File: src/rtl/quot_bcd_pkg.sv
// Shared constants, state encoding and a digit-count helper for the
// quotient-to-BCD converter slice.
package quot_bcd_pkg;

  localparam int DW    = 32;          // quotient width
  localparam int ND    = 10;          // BCD digits needed for DW bits
  localparam int RW    = 16;          // remainder width (passed through)
  localparam int CNT_W = 5;           // step counter width, counts DW-1..0
  localparam int DIG_W = 4;           // bits per BCD digit
  localparam int BCD_W = ND * DIG_W;  // packed BCD width

  typedef enum logic {
    IDLE  = 1'b0,
    SHIFT = 1'b1
  } state_t;

  // Number of significant digits: 1 + index of the highest nonzero digit.
  // An all-zero value still reports one digit so "0" can be displayed.
  function automatic logic [3:0] count_digits(input logic [BCD_W-1:0] bcd);
    logic [3:0] n;
    n = 4'd1;
    for (int k = 1; k < ND; k++) begin
      if (bcd[k*DIG_W +: DIG_W] != '0) n = 4'(k + 1);
    end
    return n;
  endfunction

endpackage

File: src/rtl/bcd_digit_adj.sv
// Double-dabble digit correction: a digit of 5 or more gets +3 so that the
// following left shift carries correctly into the next decimal digit.
module bcd_digit_adj
  import quot_bcd_pkg::*;
(
  input  logic [DIG_W-1:0] din,
  output logic [DIG_W-1:0] dout
);

  // 4-bit arithmetic only; no carry leaves the digit
  assign dout = (din >= 4'd5) ? din + 4'd3 : din;

endmodule

File: src/rtl/quot_bcd_converter.sv
// Sequential binary-to-BCD converter behind the 32-bit divider.
// Converts one quotient bit per clock (double dabble), passes the remainder
// through, and keeps a one-entry buffer so a result arriving mid-conversion
// is queued rather than lost. Back-to-back jobs run with no idle gap.
module quot_bcd_converter
  import quot_bcd_pkg::*;
(
  input  logic          clk,
  input  logic          rst_n,
  input  logic          in_valid,
  input  logic [31:0]   in_quotient,
  input  logic [15:0]   in_remainder,
  input  logic          clr_ovf,
  output logic          out_valid,
  output logic [39:0]   out_bcd,
  output logic [3:0]    out_ndigits,
  output logic [15:0]   out_remainder,
  output logic          busy,
  output logic          overflow
);

  localparam logic [CNT_W-1:0] CNT_LAST_STEP = CNT_W'(DW - 1);

  state_t             state;
  logic [CNT_W-1:0]   cnt;
  logic [DW-1:0]      bin_q;
  logic [BCD_W-1:0]   bcd_q;
  logic [RW-1:0]      rem_q;

  logic               buf_full;
  logic [DW-1:0]      buf_quot;
  logic [RW-1:0]      buf_rem;

  logic [BCD_W-1:0]   bcd_adj;
  logic [BCD_W-1:0]   bcd_nxt;
  logic [DW-1:0]      bin_nxt;

  logic               done_step;
  logic               start_buf;
  logic               start_in;
  logic               buf_wr;
  logic               drop;

  // Per-digit +3 correction on the pre-shift BCD value
  for (genvar k = 0; k < ND; k++) begin : g_adj
    bcd_digit_adj u_adj (
      .din  (bcd_q[k*DIG_W +: DIG_W]),
      .dout (bcd_adj[k*DIG_W +: DIG_W])
    );
  end

  // One double-dabble step: {bcd, bin} shifted left by one after adjust
  assign bcd_nxt = {bcd_adj[BCD_W-2:0], bin_q[DW-1]};
  assign bin_nxt = {bin_q[DW-2:0], 1'b0};

  assign busy = (state == SHIFT);

  // Job scheduling decisions for this edge
  always_comb begin
    // NOTE: every always_comb output gets a default first so no path leaves
    // it unassigned, which would otherwise infer a latch.
    done_step = 1'b0;
    start_buf = 1'b0;
    start_in  = 1'b0;
    buf_wr    = 1'b0;
    drop      = 1'b0;
    if (state == IDLE) begin
      start_in = in_valid;
    end else begin
      done_step = (cnt == '0);
      if (done_step) begin
        // The buffered job has priority; a simultaneous arrival refills it
        start_buf = buf_full;
        start_in  = !buf_full && in_valid;
        buf_wr    = buf_full && in_valid;
      end else if (in_valid) begin
        buf_wr = !buf_full;
        drop   = buf_full;
      end
    end
  end

  // Conversion engine: FSM, step counter, shift registers, remainder latch
  // NOTE: sequential state uses non-blocking assignments so all registers
  // update together from the values present before the edge.
  always_ff @(posedge clk or negedge rst_n) begin
    if (!rst_n) begin
      state <= IDLE;
      cnt   <= '0;
      bin_q <= '0;
      bcd_q <= '0;
      rem_q <= '0;
    end else if (start_buf) begin
      state <= SHIFT;
      cnt   <= CNT_LAST_STEP;
      bin_q <= buf_quot;
      bcd_q <= '0;
      rem_q <= buf_rem;
    end else if (start_in) begin
      state <= SHIFT;
      cnt   <= CNT_LAST_STEP;
      bin_q <= in_quotient;
      bcd_q <= '0;
      rem_q <= in_remainder;
    end else if (state == SHIFT) begin
      bin_q <= bin_nxt;
      bcd_q <= bcd_nxt;
      if (done_step) begin
        state <= IDLE;
      end else begin
        cnt <= cnt - 1'b1;
      end
    end
  end

  // One-entry holding buffer for a result that arrives mid-conversion
  // NOTE: the buffer data is reset along with its full flag; it is only two
  // registers wide, and a defined value keeps reset state easy to inspect.
  always_ff @(posedge clk or negedge rst_n) begin
    if (!rst_n) begin
      buf_full <= 1'b0;
      buf_quot <= '0;
      buf_rem  <= '0;
    end else if (buf_wr) begin
      buf_full <= 1'b1;
      buf_quot <= in_quotient;
      buf_rem  <= in_remainder;
    end else if (start_buf) begin
      buf_full <= 1'b0;
    end
  end

  // Result registers: captured on the final step, held until the next one
  always_ff @(posedge clk or negedge rst_n) begin
    if (!rst_n) begin
      out_valid     <= 1'b0;
      out_bcd       <= '0;
      out_ndigits   <= '0;
      out_remainder <= '0;
    end else begin
      out_valid <= done_step;
      if (done_step) begin
        out_bcd       <= bcd_nxt;
        out_ndigits   <= count_digits(bcd_nxt);
        out_remainder <= rem_q;
      end
    end
  end

  // Sticky drop flag; a drop in the same cycle as a clear wins
  always_ff @(posedge clk or negedge rst_n) begin
    if (!rst_n) begin
      overflow <= 1'b0;
    end else if (drop) begin
      overflow <= 1'b1;
    end else if (clr_ovf) begin
      overflow <= 1'b0;
    end
  end

endmodule

File: config.mk
export PLATFORM = sky130hd
export DESIGN_NAME = quot_bcd_converter
export DESIGN_NICKNAME = d
export VERILOG_FILES = /design/src/rtl/quot_bcd_pkg.sv /design/src/rtl/bcd_digit_adj.sv /design/src/rtl/quot_bcd_converter.sv
export SDC_FILE = /design/constraint.sdc
export NUM_CORES = 1
export LEC_CHECK = 0
export CAP_MARGIN = 15
export CORE_MARGIN = 8
export CORE_UTILIZATION = 39
export DETAILED_ROUTE_END_ITERATION = 10
export SLEW_MARGIN = 5
export SYNTH_ARGS = -nofsm -noshare
export SYNTH_HDL_FRONTEND = slang
export SYNTH_SLANG_ARGS = --single-unit
File: constraint.sdc
create_clock -name clk -period 5.76 [get_ports clk]
set_input_delay 1.44 -clock clk [delete_from_list [all_inputs] [get_ports clk]]
set_output_delay 1.44 -clock clk [all_outputs]
set_load 0.01 [all_outputs]
==> results of run 1 <==
## worst register-to-register path, delay by kind of cell (launching register included)
family	cells	cell delay, ns
flip-flops	1	0.40
adder cells (fa/ha/maj)	1	0.20
buffers and inverters	2	0.47
AO/OA/AOI/OAI	2	0.33
AND/OR/NAND/NOR	3	1.38
## metrics by stage
stage	instances	power, uW	cell area [um^2]	hold WS, ns
CTS	1388	4020	11700	0.472
detailed placement	1345	2450	10900	0.454
global route	1388	4140	11700	0.486
floorplan	954	2040	9520	0.438
global placement	1345	2430	10900	0.452
finish	1388	3950	11700	0.466
## kinds of logic after synthesis
kind of cell    synth area share, %
simple gates                   14.0
buf+inv                        3.71
fa+ha+maj                      2.76
compound gates                 12.6
mux                            12.0
flops                          53.9
xor+xnor                       1.01
## how the worst max path moves through the flow
stage | depth (start not counted) | end | from | slack [ns]
2_1_floorplan | 6 | bcd_q[30] | in_valid | 3.15
3_3_place_gp | 6 | bcd_q[15] | in_valid | 2.04
3_5_place_dp | 6 | bcd_q[15] | in_valid | 2.02
4_1_cts | 6 | bcd_q[27] | in_valid | 2.56
5_1_grt | 6 | bcd_q[7] | in_valid | 2.38
6_report | 6 | bcd_q[27] | in_valid | 2.58
## metal layers
layer,part of all wire (%),GRT usage [%],up-vias,routed length (um)
met2,47,25.2,124,10100
met4,2.1,3.45,2,445
met5,0.042,0,-,9
met1,45,18.7,3282,9600
li1,-,-,3451,-
met3,5.4,3.20,30,1150
## final cells by class
| cell class | count | area [um^2] |
|---|---|---|
| Timing Repair Buffer | 122 | 1230 |
| Clock inverter | 12 | 146 |
| Multi-Input combinational cell | 668 | 4050 |
| Inverter | 26 | 97.6 |
| Clock buffer | 31 | 667 |
| Fill cell | 2311 | 12400 |
| Tap cell | 324 | 405 |
| Sequential cell | 205 | 5130 |
## report_power, final
part | switching [uW] | internal, uW | total, uW
clock | 594 | 950 | 1540
combinational | 244 | 369 | 614
sequential | 115 | 1670 | 1790
total | 954 | 2990 | 3950
## flip-flops by register name, summed over array words and instances (netlist names), 5 cells and up
| name | flops |
|---|---|
| bcd_q | 40 |
| out_bcd | 40 |
| bin_q | 32 |
| buf_quot | 32 |
| buf_rem | 16 |
| out_remainder | 16 |
| rem_q | 16 |
| cnt | 5 |
## synthesized netlist by cell type, drive strengths merged (2+ instances only)
cell type	instances
mux2	55
o211ai	2
nand3	6
a211oi	5
nand4	2
nor4	2
o21ai	107
dfrtp	205
nand4b	2
nand2b	14
a31oi	2
and3	2
inv	26
o32ai	2
o31ai	18
a21oi	63
ha	21
nor3b	12
a32o	7
clkbuf	36
nand2	216
xnor2	11
nor2	52
buf	19
mux2i	52
or2	2
==> summary.txt, run 1 <==
Setup path
  – R2R Setup Slk: 2.87 ns
  – Critical-path top delay cell: clkdlybuf4s50_1
  – Setup CP Type: in -> reg
  – CP max FO: 21
  – FF-to-FF End: bcd_q[27]
  – Worst R2R Start: cnt[0]
  – Setup crit end kind: flip-flop
  – CP bufs+invs: 2
  – Worst path cell trace: clkdlybuf4s50_1 -> a21oi_1 -> nor2_2 -> buf_4 -> o31ai_1 -> a32o_1
  – R2R cell count: 8
  – WP data arrival: 3.58 ns
  – CP top delay family: buffers and inverters
  – WP data required: 6.16 ns
  – CP peak stage delay: 0.66 ns
  – Kind of start point of the critical path: input port

Drt
  – Via Count: 6889
  – Vias/cell: 4.96
  – Routed WL per cell: 15.4 um
  – Final WL: 21.3 mm
  – Antenna Nets Post-Route: 0
  – DR iter-0 viols: 463
  – DRC viols: 0
  – TritonRoute pass-1 iters: 5

Placement
  – IO buf count: 114
  – Post-DP HPWL: 13.7 mm
  – Setup slack after placement: 2.02 ns
  – Gpl congestion: 0.801

STA
  – Clock Skew: 0.00791 ns
  – RSZ-0062 raised after global routing: no
  – Minimum clock period: 3.18 ns
  – Slew Limit Fails: 0
  – FMAX: 315 MHz
  – Worst Max-Slew Pin Slew: 0.966 ns
  – Fin Setup TNS: 0 ns
  – Max-slew headroom: 35.6%
  – Final Cycle Share: 55.1%
  – Worst setup margin: 2.58 ns
  – Final Setup Violations: 0
  – Final Hold Viols: 0

Cells and area
  – Commonest non-fill, non-tap cells in the layout: 214 x nand2_1, 205 x dfrtp_1, 113 x clkdlybuf4s50_1, 63 x a21oi_1, 59 x o21ai_0
  – Commonest non-fill, non-tap cell in the layout: nand2_1
  – Ant diodes: 0
  – Synthesis-to-finish area growth: 23.2%
  – Post-layout util: 48.6%
  – Layout cells sized above 1: 9.77%
  – Final net count: 1120

GRT
  – Vias in the first global route: 7063
  – GRT Util Overall: 14.7%
  – Initial antenna violation count: 1
  – Global-route wire length before repair: 35.8 mm
  – Overflow after GRT: 0
  – Largest net degree at the start of global routing: 115

Synth
  – Sequential share of the synthesized area: 53.9%
  – Ys async rst share: 100%
  – Area share of the largest cell type after synthesis: 53.9%
  – Seq cells post-synth: 205
  – Unique masters post-synth: 47
  – Post-synthesis cell area: 9520 um^2
  – Mapped Avg Cell Area: 9.98 um^2
  – Largest cells by area after synthesis: dfrtp_1 54%, nand2_1 8.5%, mux2i_1 5.5%, mux2_2 5.4%, a21oi_1 3.3%
  – Largest area contributor in the netlist: dfrtp_1
  – Syn_nets: 1027
  – Synth Instances: 954
  – Synth warn: 0
  – EDFF count, synth: 0
  – Main synth FF type: dfrtp_1

Floorplanning
  – Chip Height: 172 um
  – Std cell rows: 57
  – Core area: 24100 um^2
  – Die area: 29700 um^2
  – I/O Pins: 115
  – Initial Util: 39.5%
  – Chip width: 172 um

CTS
  – TritonCTS sink count: 205
  – H-tree levels: 1
  – Post_cts resized: 0
  – CTS tree: done
  – # hold bufs at CTS: 0
  – CTS Root Cell: clkbuf_16
  – Clk buf depth: 3
  – Num CTS Buffers: 24
  – Clock Pin Slew Worst Setup and Hold Paths: 0.06 ns
  – Clk_lat worst skew: 0.52 ns
  – Post CTS Setup Buffer Count: 0

Worst hold path
  – Hold EP: out_remainder[12]
  – Min-delay src: rem_q[12]
  – Worst hold path type: reg -> reg
  – Cell depth of the worst hold path: 2

Power
  – Peak supply drop: 0.000201 V
  – Leak: 0.00564 uW
  – Power Density: 337 nW/um^2

Outcome
  – Status: completed

Flow run
  – Max-cap violations: 0
Power figures use the tool's default switching activity.
==> run 2: changes to the inputs <==
==> constraint.sdc (replaced) <==
create_clock -name clk -period 2.9 [get_ports clk]
set_input_delay 0.725 -clock clk [delete_from_list [all_inputs] [get_ports clk]]
set_output_delay 0.725 -clock clk [all_outputs]
set_load 0.01 [all_outputs]
==> run 2 against run 1 <==
Die area unchanged. Global-route usage is 0.26 points higher. Power grew 97%. Clock-buffer cell count up 1. Sequential share of layout area fell by 0.32 points. Flip-flop and latch count unchanged. Non-clock buffer count increased by 7. Largest cell class unchanged.
==> summary.txt, run 2 (same netlist as run 1, synthesis figures left out) <==
Cells and area
  – Synthesis-to-finish area growth: 24.1%
  – Filler instances: 2271 (-1.7%)
  – Area of the multi-input gates: 4050 um^2 (unchanged)
  – Final net count: 1127 (+0.63%)
  – Top Registers: bcd_q x40, out_bcd x40
  – Commonest non-fill, non-tap cell in the layout: nand2_1
  – Layout cells sized above 1: 10.2% (+0.40 points)
  – Post-Layout Cell Count: 1395 (+0.50%)
  – Commonest non-fill, non-tap cells in the layout: 214 x nand2_1, 205 x dfrtp_1, 113 x clkdlybuf4s50_1, 63 x a21oi_1, 59 x o21ai_0
  – Register area: 5130 um^2 (unchanged)
  – Ant diodes: 0 (unchanged)

CTS
  – Clock Pin Slew Worst Setup and Hold Paths: 0.06 ns (about the same)
  – CTS Root Cell: clkbuf_16
  – H-tree levels: 1 (unchanged)
  – Clk_lat worst skew: 0.53 ns (about the same)
  – Clk buf depth: 3 (unchanged)
  – Post CTS Setup Buffer Count: 0 (unchanged)
  – # hold bufs at CTS: 0 (unchanged)
  – Num CTS Buffers: 24 (unchanged)
  – CTS tree: done
  – TritonCTS sink count: 205 (unchanged)
  – Post_cts resized: 0 (unchanged)

Floorplanning
  – Chip width: 172 um (unchanged)
  – I/O Pins: 115 (unchanged)
  – Initial Util: 39.5% (unchanged)
  – Core area: 24100 um^2 (unchanged)
  – Die area: 29700 um^2 (unchanged)
  – Std cell rows: 57 (unchanged)
  – Chip Height: 172 um (unchanged)

GRT
  – Overflow after GRT: 0 (unchanged)
  – GRT Util Overall: 15.0% (+0.26 points)
  – Vias in the first global route: 6964 (-1.4%)
  – Initial antenna violation count: 1 (unchanged)
  – Largest net degree at the start of global routing: 95 (-17%)
  – Global-route wire length before repair: 36.1 mm (+0.75%)

STA
  – Clock Skew: 0.0249 ns (+0.0170 ns)
  – Max-slew headroom: 38.8% (+3.1 points)
  – Slew Limit Fails: 0 (unchanged)
  – Final Setup Violations: 0 (unchanged)
  – Final Hold Viols: 0 (unchanged)
  – Minimum clock period: 2.46 ns
  – RSZ-0062 raised after global routing: no
  – Worst Max-Slew Pin Slew: 0.919 ns (-0.0469 ns)
  – FMAX: 407 MHz
  – Hold WS: 0.183 ns (-0.282 ns)
  – Fin Setup TNS: 0 ns (unchanged)
  – Final Cycle Share: 84.7%

Drt
  – Routed WL per cell: 15.6 um (+1.8%)
  – DR iter-0 viols: 355 (-23%)
  – DRC viols: 0 (unchanged)
  – Vias/cell: 4.98 (+0.26%)
  – Via Count: 6942 (+0.77%)
  – Antenna Nets Post-Route: 0 (unchanged)
  – TritonRoute pass-1 iters: 6 (+1)
  – Final WL: 21.8 mm (+2.3%)

Placement
  – DP Cell Count: 1352 (+0.52%)
  – Gpl congestion: 0.814 (+1.6%)
  – Post-DP HPWL: 14.2 mm (+3.2%)
  – IO buf count: 114 (unchanged)

Setup path
  – R2R Setup Slk: 0.44 ns (-2.43 ns)
  – Setup CP Type: reg -> reg
  – CP max FO: 37 (+76%)
  – WP data arrival: 2.86 ns (-0.72 ns)
  – FF-to-FF End: bcd_q[27]
  – Setup crit end kind: flip-flop
  – Kind of start point of the critical path: flip-flop
  – WP data required: 3.30 ns (-2.86 ns)
  – R2R cell count: 8 (unchanged)
  – Worst R2R Start: cnt[0]

Flow run
  – Max-cap violations: 0 (unchanged)

Power
  – Peak supply drop: 0.000336 V (+68%)
  – Power Density: 659 nW/um^2 (+96%)
  – Leak: 0.00568 uW (+0.64%)

Outcome
  – Status: completed

Worst hold path
  – Worst hold path type: in -> async
==> run 2: cell count changes in the layout (fill, tap and decap cells not counted), moves of 2 or more <==
| cell | previous run | this run |
|---|---|---|
| clkinv_2 | 8 | 6 |
| buf_12 | 2 | 6 |
| buf_4 | 6 | 9 |
| clkbuf_1 | 3 | 5 |
| clkinvlp_4 | 0 | 2 |
==> run 2: worst max-delay path by stage <==
stage	startpoint	endpoint	depth (start not counted)
final	cnt[0]	bcd_q[27]	8
after global routing	bcd_q[32]	out_ndigits[2]	9
after CTS	cnt[0]	bcd_q[27]	8
after global placement	in_valid	bcd_q[31]	5
after detailed placement	in_valid	bcd_q[23]	6
after floorplan	cnt[0]	buf_quot[22]	8
==> run 2: per-stage QoR <==
step,area [um^2],setup WS [ns],utilization (%),total power (uW)
after floorplan,9520,0.756,-,4060
after global placement,11000,0.398,45.7,4840
after detailed placement,11000,0.357,45.7,4880
after CTS,11800,0.429,49.0,7920
after global routing,11800,0.244,49.0,8160
final,11800,0.442,49.0,7780
==> run 2: power breakdown <==
part	internal [uW]	switching, uW	total (uW)	leakage, uW
Combinational	742	494	1240	0.00272
Sequential	3320	225	3550	0.00257
Clock	1790	1210	2990	0.000387
Total	5850	1920	7780	0.00568
==> run 2: per-layer routing <==
layer	GRT usage, %	up-vias	wire length (um)
li1	-	3459	-
met1	19.2	3336	9910
met5	0	-	13
met2	25.5	114	10400
met4	3.56	2	439
met3	3.08	31	1000
==> run 2: worst max-delay path, stage by stage, from the launching register on <==
cell and delay (ns):
dfrtp_1 0.42, inv_1 0.07, ha_1 0.21, or4b_4 0.52, and2_1 0.24, nor2_2 0.14, buf_4 0.39, o31ai_1 0.12
a32o_1 0.22
==> run 2: area by class of cell <==
cell class / count / share of cell area (%)
Sequential cell: 205 / 43.4
Multi-Input combinational cell: 668 / 34.3
Timing Repair Buffer: 129 / 11.3
Clock buffer: 32 / 5.59
Tap cell: 324 / 3.43
Clock inverter: 11 / 1.14
Inverter: 26 / 0.826
